**src/rtl/vp_pkg.sv**
```systemverilog
// ---------------------------------------------------------------------------
// vp_pkg
// Shared definitions for the DVP black-fill frame controller.
//   vp_state_e : controller FSM encoding (IDLE, ACQUIRE, MEASURE, LOCKED)
//   VP_CW      : width of every geometry counter
//   VP_SAT_MAX : saturation ceiling for those counters
// ---------------------------------------------------------------------------
package vp_pkg;

  localparam int VP_CW = 12;
  localparam logic [VP_CW-1:0] VP_SAT_MAX = 12'hFFF;

  typedef enum logic [1:0] {
    IDLE    = 2'd0,
    ACQUIRE = 2'd1,
    MEASURE = 2'd2,
    LOCKED  = 2'd3
  } vp_state_e;

endpackage

```
**src/rtl/vp_geom_meas.sv**
```systemverilog
// ---------------------------------------------------------------------------
// vp_geom_meas
// Measures active width/height of each frame on the pre_vs/pre_de stream.
//
// Ports:
//   clk, rst      : pixel clock, synchronous active-high reset
//   pre_vs, pre_de: video sync / data enable
//   commit_en     : allows the measured geometry to be latched at vs rise
//   commit        : vs rising edge this cycle (frame boundary strobe)
//   width, height : geometry of the frame closing this cycle (valid with commit)
//   consistent    : closing frame has equal min/max line length and >0 lines
//   meas_width    : last committed width
//   meas_height   : last committed height
// ---------------------------------------------------------------------------
module vp_geom_meas
  import vp_pkg::*;
(
  input  logic             clk,
  input  logic             rst,
  input  logic             pre_vs,
  input  logic             pre_de,
  input  logic             commit_en,
  output logic             commit,
  output logic [VP_CW-1:0] width,
  output logic [VP_CW-1:0] height,
  output logic             consistent,
  output logic [VP_CW-1:0] meas_width,
  output logic [VP_CW-1:0] meas_height
);

  function automatic logic [VP_CW-1:0] sat_inc(input logic [VP_CW-1:0] v);
    return (v == VP_SAT_MAX) ? v : v + 1'b1;
  endfunction

  logic             vs_d, de_d;
  logic             vs_rise, de_fall, line_done;
  logic [VP_CW-1:0] line_cnt, frame_min, frame_max, height_cnt;
  logic [VP_CW-1:0] min_nx, max_nx, height_nx;

  assign vs_rise = pre_vs & ~vs_d;
  assign de_fall = ~pre_de & de_d;
  // A line only ends if its last pixel was outside vsync; this still lets a
  // line ending exactly on the vs rise close into the outgoing frame.
  assign line_done = de_fall & ~vs_d;

  // Running min/max/height including a line that ends this very cycle, so
  // the frame commit sees it even when it coincides with vs rise.
  always_comb begin
    min_nx    = frame_min;
    max_nx    = frame_max;
    height_nx = height_cnt;
    if (line_done) begin
      height_nx = sat_inc(height_cnt);
      if (height_cnt == '0) begin
        min_nx = line_cnt;
        max_nx = line_cnt;
      end else begin
        if (line_cnt < frame_min) min_nx = line_cnt;
        if (line_cnt > frame_max) max_nx = line_cnt;
      end
    end
  end

  assign commit     = vs_rise;
  assign width      = max_nx;
  assign height     = height_nx;
  assign consistent = (min_nx == max_nx) && (height_nx != '0);

  always_ff @(posedge clk) begin
    if (rst) begin
      vs_d        <= 1'b0;
      de_d        <= 1'b0;
      line_cnt    <= '0;
      frame_min   <= '0;
      frame_max   <= '0;
      height_cnt  <= '0;
      meas_width  <= '0;
      meas_height <= '0;
    end else begin
      vs_d <= pre_vs;
      de_d <= pre_de;
      if (vs_rise) begin
        line_cnt   <= '0;
        frame_min  <= '0;
        frame_max  <= '0;
        height_cnt <= '0;
        if (commit_en) begin
          meas_width  <= max_nx;
          meas_height <= height_nx;
        end
      end else begin
        frame_min  <= min_nx;
        frame_max  <= max_nx;
        height_cnt <= height_nx;
        if (line_done)
          line_cnt <= '0;
        else if (pre_de && !pre_vs)
          line_cnt <= sat_inc(line_cnt);
      end
    end
  end

endmodule

```
**src/rtl/vp_frame_ctrl.sv**
```systemverilog
// ---------------------------------------------------------------------------
// vp_frame_ctrl
// Per-frame controller for the horizontal black-fill stage. Measures frame
// geometry, locks once it is stable, and toggles the filler enable only at
// frame boundaries.
//
// Parameters: H_DISP (target line width), V_DISP (target line count),
//             LOCK_FRAMES (stable frames needed to lock, 1..15)
// Ports:
//   clk, rst      : pixel clock, synchronous active-high reset
//   ctrl_en       : software enable, low forces IDLE
//   pre_vs, pre_de: video stream shared with the filler
//   filler_en     : filler EN
//   locked        : geometry locked
//   meas_width    : committed width of last frame
//   meas_height   : committed height of last frame
//   width_short   : locked and width below H_DISP
//   height_short  : locked and height below V_DISP
//   unlock_cnt    : saturating count of lock losses due to geometry
//   irq_clr, irq  : sticky lock-change interrupt, only when
//                   VP_FRAME_CTRL_IRQ_EN is defined
// ---------------------------------------------------------------------------
module vp_frame_ctrl
  import vp_pkg::*;
#(
  parameter logic [11:0] H_DISP      = 12'd1280,
  parameter logic [11:0] V_DISP      = 12'd720,
  parameter int          LOCK_FRAMES = 3
) (
  input  logic             clk,
  input  logic             rst,
  input  logic             ctrl_en,
  input  logic             pre_vs,
  input  logic             pre_de,
  output logic             filler_en,
  output logic             locked,
  output logic [VP_CW-1:0] meas_width,
  output logic [VP_CW-1:0] meas_height,
  output logic             width_short,
  output logic             height_short,
  output logic [7:0]       unlock_cnt
`ifdef VP_FRAME_CTRL_IRQ_EN
  ,
  input  logic             irq_clr,
  output logic             irq
`endif
);

  function automatic logic [3:0] sat_inc4(input logic [3:0] v);
    return (v == 4'hF) ? v : v + 1'b1;
  endfunction

  function automatic logic [7:0] sat_inc8(input logic [7:0] v);
    return (v == 8'hFF) ? v : v + 1'b1;
  endfunction

  vp_state_e        state, next_state;
  logic [3:0]       stable_cnt, stable_nx;
  logic             unlock_inc;
  logic             commit, consistent, commit_en, same_geom;
  logic [VP_CW-1:0] g_width, g_height;

  // Only frames measured after the discarded ACQUIRE frame update readback.
  assign commit_en = ctrl_en && (state == MEASURE || state == LOCKED);

  vp_geom_meas u_geom (
    .clk         (clk),
    .rst         (rst),
    .pre_vs      (pre_vs),
    .pre_de      (pre_de),
    .commit_en   (commit_en),
    .commit      (commit),
    .width       (g_width),
    .height      (g_height),
    .consistent  (consistent),
    .meas_width  (meas_width),
    .meas_height (meas_height)
  );

  assign same_geom = (g_width == meas_width) && (g_height == meas_height);

  always_comb begin
    next_state = state;
    stable_nx  = stable_cnt;
    unlock_inc = 1'b0;
    case (state)
      IDLE: begin
        if (ctrl_en) next_state = ACQUIRE;
      end
      ACQUIRE: begin
        if (commit) begin
          next_state = MEASURE;
          stable_nx  = '0;
        end
      end
      MEASURE: begin
        if (commit) begin
          if (consistent && same_geom) stable_nx = sat_inc4(stable_cnt);
          else if (consistent)         stable_nx = 4'd1;
          else                         stable_nx = '0;
          if (int'(stable_nx) >= LOCK_FRAMES) next_state = LOCKED;
        end
      end
      LOCKED: begin
        if (commit && (!consistent || !same_geom)) begin
          next_state = MEASURE;
          stable_nx  = '0;
          unlock_inc = 1'b1;
        end
      end
      default: next_state = IDLE;
    endcase
    if (!ctrl_en) begin
      next_state = IDLE;
      stable_nx  = '0;
      unlock_inc = 1'b0;
    end
  end

  always_ff @(posedge clk) begin
    if (rst) begin
      state      <= IDLE;
      stable_cnt <= '0;
      unlock_cnt <= '0;
      locked     <= 1'b0;
      filler_en  <= 1'b0;
    end else begin
      state      <= next_state;
      stable_cnt <= stable_nx;
      locked     <= (next_state == LOCKED);
      if (unlock_inc) unlock_cnt <= sat_inc8(unlock_cnt);
      // Filler EN moves only at a frame boundary, or drops on disable.
      if (!ctrl_en)
        filler_en <= 1'b0;
      else if (commit)
        filler_en <= (next_state == LOCKED) && (g_width < H_DISP);
    end
  end

  assign width_short  = locked && (meas_width < H_DISP);
  assign height_short = locked && (meas_height < V_DISP);

`ifdef VP_FRAME_CTRL_IRQ_EN
  logic lock_change;
  assign lock_change = (state == LOCKED) != (next_state == LOCKED);

  // Set has priority over clear so a change is never lost.
  always_ff @(posedge clk) begin
    if (rst)              irq <= 1'b0;
    else if (lock_change) irq <= 1'b1;
    else if (irq_clr)     irq <= 1'b0;
  end
`endif

endmodule

```
**config.mk**
```make
export PLATFORM = sky130hd
export DESIGN_NAME = vp_frame_ctrl
export DESIGN_NICKNAME = d
export VERILOG_FILES = /design/src/rtl/vp_pkg.sv /design/src/rtl/vp_geom_meas.sv /design/src/rtl/vp_frame_ctrl.sv
export SDC_FILE = /design/constraint.sdc
export NUM_CORES = 1
export LEC_CHECK = 0
export ABC_AREA = 1
export BUFFER_PORTS_ARGS = -buffer_cell sky130_fd_sc_hd__buf_4
export CELL_PAD_IN_SITES_DETAIL_PLACEMENT = 2
export CELL_PAD_IN_SITES_GLOBAL_PLACEMENT = 2
export CORE_ASPECT_RATIO = 1.2
export CORE_MARGIN = 8
export CORE_UTILIZATION = 36
export DETAILED_ROUTE_END_ITERATION = 7
export PLACE_DENSITY_LB_ADDON = 0.1
export SLEW_MARGIN = 20
export SYNTH_ARGS = -nofsm -noshare
export SYNTH_HDL_FRONTEND = slang
export SYNTH_SLANG_ARGS = --single-unit
export TNS_END_PERCENT = 5
```
**constraint.sdc**
```tcl
create_clock -name clk -period 5.38 [get_ports clk]
set_input_delay 0.807 -clock clk [delete_from_list [all_inputs] [get_ports clk]]
set_output_delay 0.807 -clock clk [all_outputs]
set_load 0.02 [all_outputs]
```
==> results of run 1 <==
## cells by family after synthesis
| kind of cell | after synthesis | share of synthesized area (%) |
|---|---|---|
| fa+ha+maj | 28 | 6.19 |
| simple gates | 456 | 36.3 |
| buf+inv | 156 | 11.4 |
| mux | 1 | 0.199 |
| compound gates | 121 | 11.4 |
| xor+xnor | 17 | 2.63 |
| flops | 90 | 31.8 |
## layout make-up
class / instances / area [um2] / share of cell area (%)
clock buffer: 9 / 225 / 3.51
timing repair buffer: 43 / 323 / 5.03
sequential: 90 / 1800 / 28.1
tap: 208 / 260 / 4.06
clock inverter: 7 / 77.6 / 1.21
inverter: 135 / 509 / 7.94
multi-input combinational: 623 / 3220 / 50.2
## how the worst max path moves through the flow
stage / startpoint / to / cells past startpoint
floorplan: pre_de / stable_cnt[0]$_SDFFE_PP0P_ / 19
global route: u_geom.line_cnt[7]$_SDFFE_PP0P_ / filler_en$_SDFFE_PP0P_ / 20
finish: u_geom.line_cnt[3]$_SDFFE_PP0P_ / filler_en$_SDFFE_PP0P_ / 24
detailed placement: u_geom.line_cnt[7]$_SDFFE_PP0P_ / unlock_cnt[1]$_SDFFE_PP0P_ / 19
CTS: u_geom.line_cnt[3]$_SDFFE_PP0P_ / filler_en$_SDFFE_PP0P_ / 24
global placement: u_geom.line_cnt[7]$_SDFFE_PP0P_ / stable_cnt[0]$_SDFFE_PP0P_ / 19
## cell usage in the layout, fill, tap and decap left out, types with 2 or more instances in the layout
master / Yosys / final
nand2_1: 237 / 237
inv_1: 126 / 125
dfxtp_1: 90 / 90
nor2_1: 83 / 83
nand3_1: 67 / 67
a21oi_1: 52 / 52
buf_4: 2 / 43
o21ai_0: 39 / 39
ha_1: 28 / 28
nand2_2: 16 / 16
o21ai_1: 15 / 15
nand4_1: 14 / 14
xor2_1: 11 / 11
clkbuf_16: 0 / 9
nor3_1: 9 / 8
o211ai_1: 6 / 6
nor2_2: 6 / 6
xnor2_1: 6 / 6
nor4_1: 5 / 5
inv_2: 5 / 5
nand2_4: 4 / 4
nand3_2: 4 / 4
clkinv_1: 3 / 4
a211oi_1: 3 / 3
nor2_4: 3 / 3
nor2_8: 2 / 2
nand3b_1: 2 / 2
or2_2: 2 / 2
o21ai_2: 2 / 2
clkinv_4: 0 / 2
clkinv_2: 0 / 2
## worst max-delay path, stage by stage (launching register included)
cell	delay, ns
dfxtp_1	0.50
ha_1	0.32
nand2_1	0.09
inv_1	0.09
nand2_1	0.08
nand2_1	0.08
nand2_1	0.08
nand3_1	0.07
nand2_1	0.07
nand2_2	0.27
nand2_4	0.37
nand2_1	0.20
nand2_2	0.16
inv_2	0.08
nand2_1	0.06
nand2_1	0.05
nor2_1	0.19
nand3_1	0.17
nor2_4	0.23
o211ai_1	0.12
nand2_1	0.08
nand2_1	0.11
nand2_1	0.10
nand2_1	0.06
a21oi_1	0.12
## routing by layer
layer / up-vias / GRT usage, % / wire length [um]
li1: 2831 / - / -
met3: 30 / 3.17 / 461
met2: 82 / 41.1 / 11400
met5: - / 0 / 0
met4: 0 / 8.33 / 524
met1: 2819 / 23.5 / 8440
## power groups by stage
stage | Clock (W) | Combinational [W] | Sequential, W
5_1_grt | 0.000717 | 0.000208 | 0.000684
6_report | 0.000673 | 0.000185 | 0.000683
4_1_cts | 0.000688 | 0.000188 | 0.000683
3_5_place_dp | 0 | 0.000185 | 0.000699
2_1_floorplan | 0 | 0.000131 | 0.000698
3_3_place_gp | 0 | 0.000177 | 0.000698
## flip-flops by register name, indices dropped and copies added, names as in the netlist, 2 cells and up
| register | flops |
|---|---|
| stable_cnt | 4 |
| u_geom.meas_height | 12 |
| u_geom.frame_min | 12 |
| unlock_cnt | 8 |
| u_geom.height_cnt | 12 |
| u_geom.meas_width | 12 |
| u_geom.line_cnt | 12 |
| state | 2 |
| u_geom.frame_max | 12 |
## metrics by stage
step	setup WS, ns	cells	util (%)	hold slack (ns)	area (um2)
after floorplan	2.67	869	-	0.481	5660
after global placement	1.67	1099	39.4	0.497	6110
after detailed placement	1.59	1099	39.4	0.510	6110
after CTS	1.49	1115	41.3	0.522	6410
after global routing	1.12	1115	41.3	0.546	6410
final	1.52	1115	41.3	0.519	6410
==> impl_metrics.ini, run 1 <==
[clocking]
cts_sinks = 90
htree_levels = 3
clock_latency_ns = 0.36
clk_pin_slew_worst_paths_ns = 0.07
clk_path_buf_depth = 2
tritoncts = built
post-cts-setup-buffers = 0
cts_root_buf = clkbuf_16
cts_resized = 0
hold_buffers = 0
numCtsBuffers = 9

[synthesis]
synth-seq-cells = 90
avgSynthCellArea_um2 = 6.51
synth_edf_count = 0
synth-main-ff-cell = dfxtp_1
yosysWarnings = 0
ys_async_sr_fraction_pct = 0
synth_common_cells = 237 x nand2_1, 126 x inv_1, 90 x dfxtp_1
synth_area_leaders = dfxtp_1 32%, nand2_1 16%, inv_1 8.4%
synth_cell_types = 40
syn_area_um2 = 5660
synth-seq-area-share_pct = 31.8
yosysTopAreaCellShare_pct = 31.8
synth_most_common_cell = nand2_1
synth_nets = 902
yosysTopAreaCell = dfxtp_1
syn_inst = 869

[sta]
rsz0062_at_grt = false
slew_viol_final = 0
fin_crit_ns = 3.86
clock_skew_ns = 0.00950
relSlewSlack_pct = 30.6
tightestPinTransition_ns = 1.03
min_period_over_period_pct = 71.8
hold_viol_final = 0
fin_setup_tns_ns = 0
finalSetupViolations = 0
max_freq_mhz = 259

[power]
power_density_nw_per_um2 = 240
power.internal_w = 0.00109
power.share.combinational_pct = 12.0
p_leak_nw = 3.10
power_frac_seq_pct = 44.3
p_sw_share_pct = 29.1
p_switching_w = 0.000449
total_power_w = 0.00154
clockPowerShare_pct = 43.7
ir_drop_mv = 0.121

[worst_setup_path]
path_class = flip-flop to flip-flop
worst-path-max-fanout = 24
setup.worst_path.start_class = flip-flop
reg2reg_to = filler_en$_SDFFE_PP0P_
reg2reg_from = u_geom.line_cnt[3]$_SDFFE_PP0P_
r2r_setup_slack_ns = 1.52
rr_worst_depth = 24
cp.arrival_ns = 4.16
critical_path_required_ns = 5.67
end_kind = flip-flop

[hold_path]
hp-start = u_geom.frame_max[2]$_SDFF_PP0_
min_to = u_geom.frame_max[2]$_SDFF_PP0_
hold_depth = 2
hold_class = flip-flop to flip-flop

[route]
drtAntennaViolNets = 0
initialDrtViolationCount = 200
wl_per_cell_um = 18.7
vias_per_cell = 5.17
vias = 5762
drc_errors = 0
drt_pass1_iterations = 4
routed_wl_mm = 20.8

[place]
dp_hpwl_mm = 16.1
place_congestion = 0.850
portBuffers = 40

[grt]
grtUsageTotal_pct = 21.8
grt_pass1_wl_mm = 34.1
gr-total-overflow = 0
antenna_found_initial = 0
grt_pass1_vias = 6645
grt_start_max_net_pins = 36

[layout]
area_delta_synth_final_pct = 13.3
final_net_count = 935
diodes = 0
fill_cells = 1983
drive_gt1_share_pct = 12.0

[floorplan]
placementRows = 50
start_util_pct = 36.5
io_pins = 41
die_h_um = 153
die_area_um2 = 20000
die_w_um = 130
core_um2 = 15500

[flow_run]
drv_cap = 0

[status]
outcome = finished, final reports clean
Power figures use the tool's default switching activity.
==> run 2, diff against run 1 <==
Settings changed: ABC_AREA 1 to 0, CORE_UTILIZATION 36 to 33.
Clock period 5.38 ns to 3.2 ns, I/O delays scaled along.
==> run 2 against run 1 <==
Compared with the run above:
- the run now ends with negative setup slack left
- largest cell class unchanged
- count of clock-buffer cells in the layout increased by 2
- via count is 19% higher
- clock skew grew 0.0058 ns
- combinational power increased by 55%
- worst hold slack lost 0.14 ns
- first-iteration DRC count is 99% higher
- clock power up 68%
==> impl_metrics.ini, run 2 <==
[power]
p_leak_nw = 3.60
ir_drop_mv = 0.234
power_density_nw_per_um2 = 299

[layout]
area_delta_synth_final_pct = 43.9
final_area_um2 = 8510
layout_commonest_cell = buf_4
drive_gt1_share_pct = 35.6
final_net_count = 980
diodes = 0
layout_common_cells = 207 x buf_4, 101 x nor2_1, 76 x dfxtp_1, 75 x nand2_1, 34 x a21oi_1
fin_util_pct = 48.4

[worst_setup_path]
path_class = flip-flop to flip-flop
rr_worst_depth = 15
end_kind = flip-flop
critical_path_required_ns = 3.51
worst-path-max-fanout = 6
r2r_setup_slack_ns = -0.54
cp.arrival_ns = 4.05
setup.worst_path.start_class = flip-flop

[synthesis]
yosysTopAreaCell = dfxtp_1
synth_common_cells = 103 x nor2_1, 90 x dfxtp_1, 75 x nand2_1
synth_nets = 794
synth-seq-cells = 90
yosysTopAreaCellShare_pct = 30.5
synth_most_common_cell = nor2_1
synth-seq-area-share_pct = 30.5
yosysWarnings = 0
syn_area_um2 = 5920
ys_async_sr_fraction_pct = 0
avgSynthCellArea_um2 = 7.78
syn_inst = 761
synth_area_leaders = dfxtp_1 30%, nor2_1 6.5%, ha_1 5.9%
synth_edf_count = 0
synth_cell_types = 69
synth-main-ff-cell = dfxtp_1

[floorplan]
die_area_um2 = 22500
core_um2 = 17600
die_h_um = 163
placementRows = 53
io_pins = 41
die_w_um = 138
start_util_pct = 33.7

[grt]
use_met2_pct = 46.8
grtUsageTotal_pct = 25.3
grt_pass1_wl_mm = 44.9
gr-total-overflow = 0
antenna_found_initial = 0
grt_pass1_vias = 7726
met1_usage_pct = 27.2
busiest_layer = met2
grt_use_met3_pct = 3.47
grt_start_max_net_pins = 39

[clocking]
clk_path_buf_depth = 2
hold_buffers = 0
numCtsBuffers = 9
htree_levels = 3
cts_sinks = 90
clock_latency_ns = 0.37
tritoncts = built
clk_pin_slew_worst_paths_ns = 0.08
cts_root_buf = clkbuf_16

[place]
dp_hpwl_mm = 20.5
place_congestion = 0.930
placed_cell_area_um2 = 7660
portBuffers = 40

[hold_path]
hold_class = input port to flip-flop
hold_depth = 2

[sta]
fin_setup_tns_ns = -6.85
hold_viol_final = 0
clock_skew_ns = 0.0153
min_period_over_period_pct = 117
rsz0062_at_grt = true
slew_viol_final = 0
finalSetupViolations = 15
relSlewSlack_pct = 49.4
max_freq_mhz = 267
fin_crit_ns = 3.74
fin_ws_ns = -0.540
tightestPinTransition_ns = 0.757

[route]
drtAntennaViolNets = 0
routed_wl_mm = 29.8
initialDrtViolationCount = 398
wl_per_cell_um = 25.4
vias_per_cell = 5.84
vias = 6839
drt_pass1_iterations = 4
drc_errors = 0

[status]
failed_checks = negative setup slack
outcome = finished with violations

[flow_run]
drv_cap = 0
[run 2: cell types whose count changed after synthesis, sizes merged, moves of 13 or more]
cell,delta
a211oi,+20
and3,+13
clkbuf,+25
inv,-99
mux2i,+19
nand2,-182
nand3,-47
nor3,+14
o21ai,-30
xor2,+20
[run 2: final cells by class]
type                       instances  area, um2
fill                            1934       9060
multi-input combinational        590       4230
sequential                        90       1820
timing repair buffer             223       1770
tap                              220        275
clock buffer                      11        253
inverter                          33        124
clock inverter                     5       42.5
[run 2: power breakdown]
| group | internal [W] | leakage, nW | switching [W] |
|---|---|---|---|
| clock | 0.000581 | 0.143 | 0.000546 |
| combinational | 0.000120 | 2.72 | 0.000167 |
| sequential | 0.00112 | 0.733 | 0.00000653 |
| total | 0.00182 | 3.60 | 0.000719 |
[run 2: worst paths after layout]
check                                  from                          to
max          u_geom.frame_max[5]$_SDFF_PP0_  stable_cnt[2]$_SDFFE_PP0P_
min                                  pre_vs      u_geom.vs_d$_SDFF_PP0_
max reg2reg  u_geom.frame_max[5]$_SDFF_PP0_  stable_cnt[2]$_SDFFE_PP0P_
min reg2reg      unlock_cnt[4]$_SDFFE_PP0P_  unlock_cnt[4]$_SDFFE_PP0P_
[run 2: cell families (layout without fill, tap and decap cells)]
family / count (synthesis) / after routing / synth area share (%)
AND/OR/NAND/NOR: 328 / 328 / 27.5
multiplexers: 20 / 20 / 3.40
flip-flops: 90 / 90 / 30.5
AO/OA/AOI/OAI: 169 / 169 / 20.0
adder cells (fa/ha/maj): 28 / 28 / 5.92
XOR/XNOR: 45 / 45 / 7.15
buffers and inverters: 81 / 272 / 5.58
[run 2: timing repair]
action,CTS,global route
pin swaps,35,19
resized for setup,56,36
setup buffers,12,3
cloned,0,0
setup endpoints to repair,15,15
[run 2: metrics by stage]
stage	hold WS, ns	instances	power, W	setup WS, ns
after floorplan	0.474	761	0.00128	-0.0918
after global placement	0.485	1142	0.00139	-0.566
after detailed placement	0.502	1142	0.00139	-0.675
after CTS	0.371	1170	0.00254	-0.377
after global routing	0.399	1172	0.00261	-0.664
final	0.378	1172	0.00254	-0.540
[run 2: critical path: stages, from the launching register on]
cell and delay, ns:
dfxtp_1 0.35, inv_1 0.08, ha_1 0.32, a21o_1 0.20, nand3_1 0.08, a21oi_1 0.15, o31ai_4 0.43, a21o_1 0.28
buf_6 0.17, buf_4 0.12, a41oi_1 0.12, a22oi_1 0.27, nand4_1 0.25, or2_4 0.30, or4_4 0.42, a21oi_2 0.14
[run 2: layer usage]
metal | wire, um | vias to the layer above
met3 | 973 | 81
li1 | - | 3107
met2 | 15800 | 165
met1 | 11700 | 3486
met4 | 1360 | 0
met5 | 0 | -
==> run 3, diff against run 2 <==
Settings changed: CORE_UTILIZATION 33 to 34, CTS_BUF_LIST set to sky130_fd_sc_hd__clkbuf_4 sky130_fd_sc_hd__clkbuf_8.
Clock period 3.2 ns to 3.1 ns, I/O delays scaled along.
==> run 3 against run 2 <==
Compared with the run above:
- the run still ends with negative setup slack left
- design area is 1.3% higher
- sequential share of layout area shrank 0.22 points
- global-route usage grew 2.9 points
- clock skew is 0.012 ns higher
- via count increased by 7.4%
- core utilization grew 1.4 points
- total power increased by 3.1%
- wire length up 20%
- combinational power up 16%
- highest routed layer is now met5
==> impl_metrics.ini, run 3 (synthesis results as in run 2) <==
[layout]
fill_cells = 1886
area_delta_synth_final_pct = 45.7
diodes = 0
final_area_um2 = 8620
drive_gt1_share_pct = 36.9
stdcell_count = 1186
layout_commonest_cell = buf_4
final_net_count = 994
fin_util_pct = 49.8
layout_common_cells = 219 x buf_4, 101 x nor2_1, 75 x nand2_1, 75 x dfxtp_1, 39 x a21oi_1

[worst_setup_path]
critPathMaxStageDelay_ns = 0.52
path_cells = ha_1 > a21oi_1 > o21ai_2 > o31ai_4 > a21o_1 > buf_12 > buf_12 > buf_4 > a41oi_1 > o21ai_1 > nand4_1 > or2_4 > or4_4 > a21oi_2
r2r_setup_slack_ns = -1.09
path_class = flip-flop to flip-flop
rr_worst_depth = 14
reg2reg_from = u_geom.line_cnt[9]$_SDFFE_PP0P_
path_depth = 14
crit_top_cell = buf_12
crit_slowest_cell = or4_4
critical_path_required_ns = 3.44
cp_top_family = compound AO/OA/AOI/OAI gates
worst-path-buf-inv = 3
cp.arrival_ns = 4.52
worst-path-max-fanout = 8
reg2reg_to = stable_cnt[3]$_SDFFE_PP0P_
end_kind = flip-flop
setup.worst_path.start_class = flip-flop

[clocking]
clk_pin_slew_worst_paths_ns = 0.11
tritoncts = built
htree_levels = 3
clk_path_buf_depth = 2
cts_sinks = 90
clock_latency_ns = 0.42
numCtsBuffers = 9
hold_buffers = 0
cts_root_buf = clkbuf_8

[floorplan]
io_pins = 41
die_w_um = 136
die_area_um2 = 21900
die_h_um = 161
placementRows = 53
core_um2 = 17300
start_util_pct = 34.2

[place]
placed_cell_area_um2 = 7720
place_ws_ns = -0.773
place_congestion = 0.913
dp_hpwl_mm = 21.0
portBuffers = 40
dp.cells = 1147

[grt]
grt_pass1_wl_mm = 47.5
grt_start_max_net_pins = 39
grt_pass1_vias = 7981
grtUsageTotal_pct = 28.2
gr-total-overflow = 0
antenna_found_initial = 1

[sta]
finalSetupViolations = 16
rsz0062_at_grt = true
relSlewSlack_pct = 47.3
slew_viol_final = 0
clock_skew_ns = 0.0275
min_period_over_period_pct = 135
tightestPinTransition_ns = 0.789
fin_crit_ns = 4.19
max_freq_mhz = 239
fin_ws_ns = -1.09
hold_viol_final = 0

[route]
vias_per_cell = 6.20
wl_per_cell_um = 30.0
initialDrtViolationCount = 463
drc_errors = 0
routed_wl_mm = 35.6
drt_pass1_iterations = 5
drtAntennaViolNets = 0
vias = 7348

[hold_path]
hold_class = input port to flip-flop
hp-start = pre_vs
min_to = u_geom.vs_d$_SDFF_PP0_
hold_depth = 2

[power]
power_density_nw_per_um2 = 304
ir_drop_mv = 0.220
p_leak_nw = 3.67

[status]
outcome = finished with violations
failed_checks = negative setup slack

[flow_run]
drv_cap = 0
[run 3: cell types whose count changed in the layout (fill, tap and decap cells not counted), sizes merged]
| cell | previous run | this run |
|---|---|---|
| clkinv | 1 | 0 |
| bufinv | 0 | 3 |
| inv | 36 | 33 |
| clkbuf | 11 | 12 |
| buf | 223 | 237 |
[run 3: repair_timing]
item | CTS | global route
endpoints found under the setup margin | 15 | 19
buffers inserted | 15 | 8
resized for setup | 52 | 40
hold endpoints to repair | 0 | 0
pin swaps | 25 | 26
[run 3: routing by layer]
layer  vias up  wire length (um)  GRT usage, %
li1       3127                 -             -
met1      3754             13600          30.3
met2       314             18000          50.3
met3       151              1590          4.25
met4         2              2480          17.6
met5         -                13             0
[run 3: stage by stage]
step | total power [W] | hold WS, ns | setup TNS, ns
global route | 0.00267 | 0.376 | -13.50
CTS | 0.00254 | 0.338 | -5.90
global placement | 0.00142 | 0.490 | -6.53
floorplan | 0.00132 | 0.474 | -0.235
finish | 0.00262 | 0.363 | -13.32
detailed placement | 0.00144 | 0.518 | -8.25
[run 3: how the worst max path moves through the flow]
stage	from	endpoint	slack [ns]
finish	u_geom.line_cnt[9]$_SDFFE_PP0P_	stable_cnt[3]$_SDFFE_PP0P_	-1.09
global route	u_geom.frame_max[9]$_SDFF_PP0_	stable_cnt[3]$_SDFFE_PP0P_	-1.06
CTS	u_geom.frame_max[1]$_SDFF_PP0_	stable_cnt[3]$_SDFFE_PP0P_	-0.59
detailed placement	u_geom.line_cnt[1]$_SDFFE_PP0P_	unlock_cnt[6]$_SDFFE_PP0P_	-0.77
global placement	u_geom.line_cnt[1]$_SDFFE_PP0P_	unlock_cnt[6]$_SDFFE_PP0P_	-0.61
floorplan	pre_de	stable_cnt[3]$_SDFFE_PP0P_	-0.15
[run 3: cell type report]
class | instances | area, um2 | area share [%]
multi-input cells | 590 | 4250 | 49.3
repair buffers | 237 | 1890 | 21.9
flip-flops and latches | 90 | 1820 | 21.1
well taps | 220 | 275 | 3.19
clock buffers | 12 | 159 | 1.84
inverters | 33 | 124 | 1.44
clock inverters | 4 | 97.6 | 1.13
[run 3: power by group]
group | switching (W) | total (W) | internal, W
registers | 0.00000826 | 0.00117 | 0.00116
logic | 0.000196 | 0.000333 | 0.000137
clock network | 0.000532 | 0.00112 | 0.000590
total | 0.000736 | 0.00262 | 0.00189
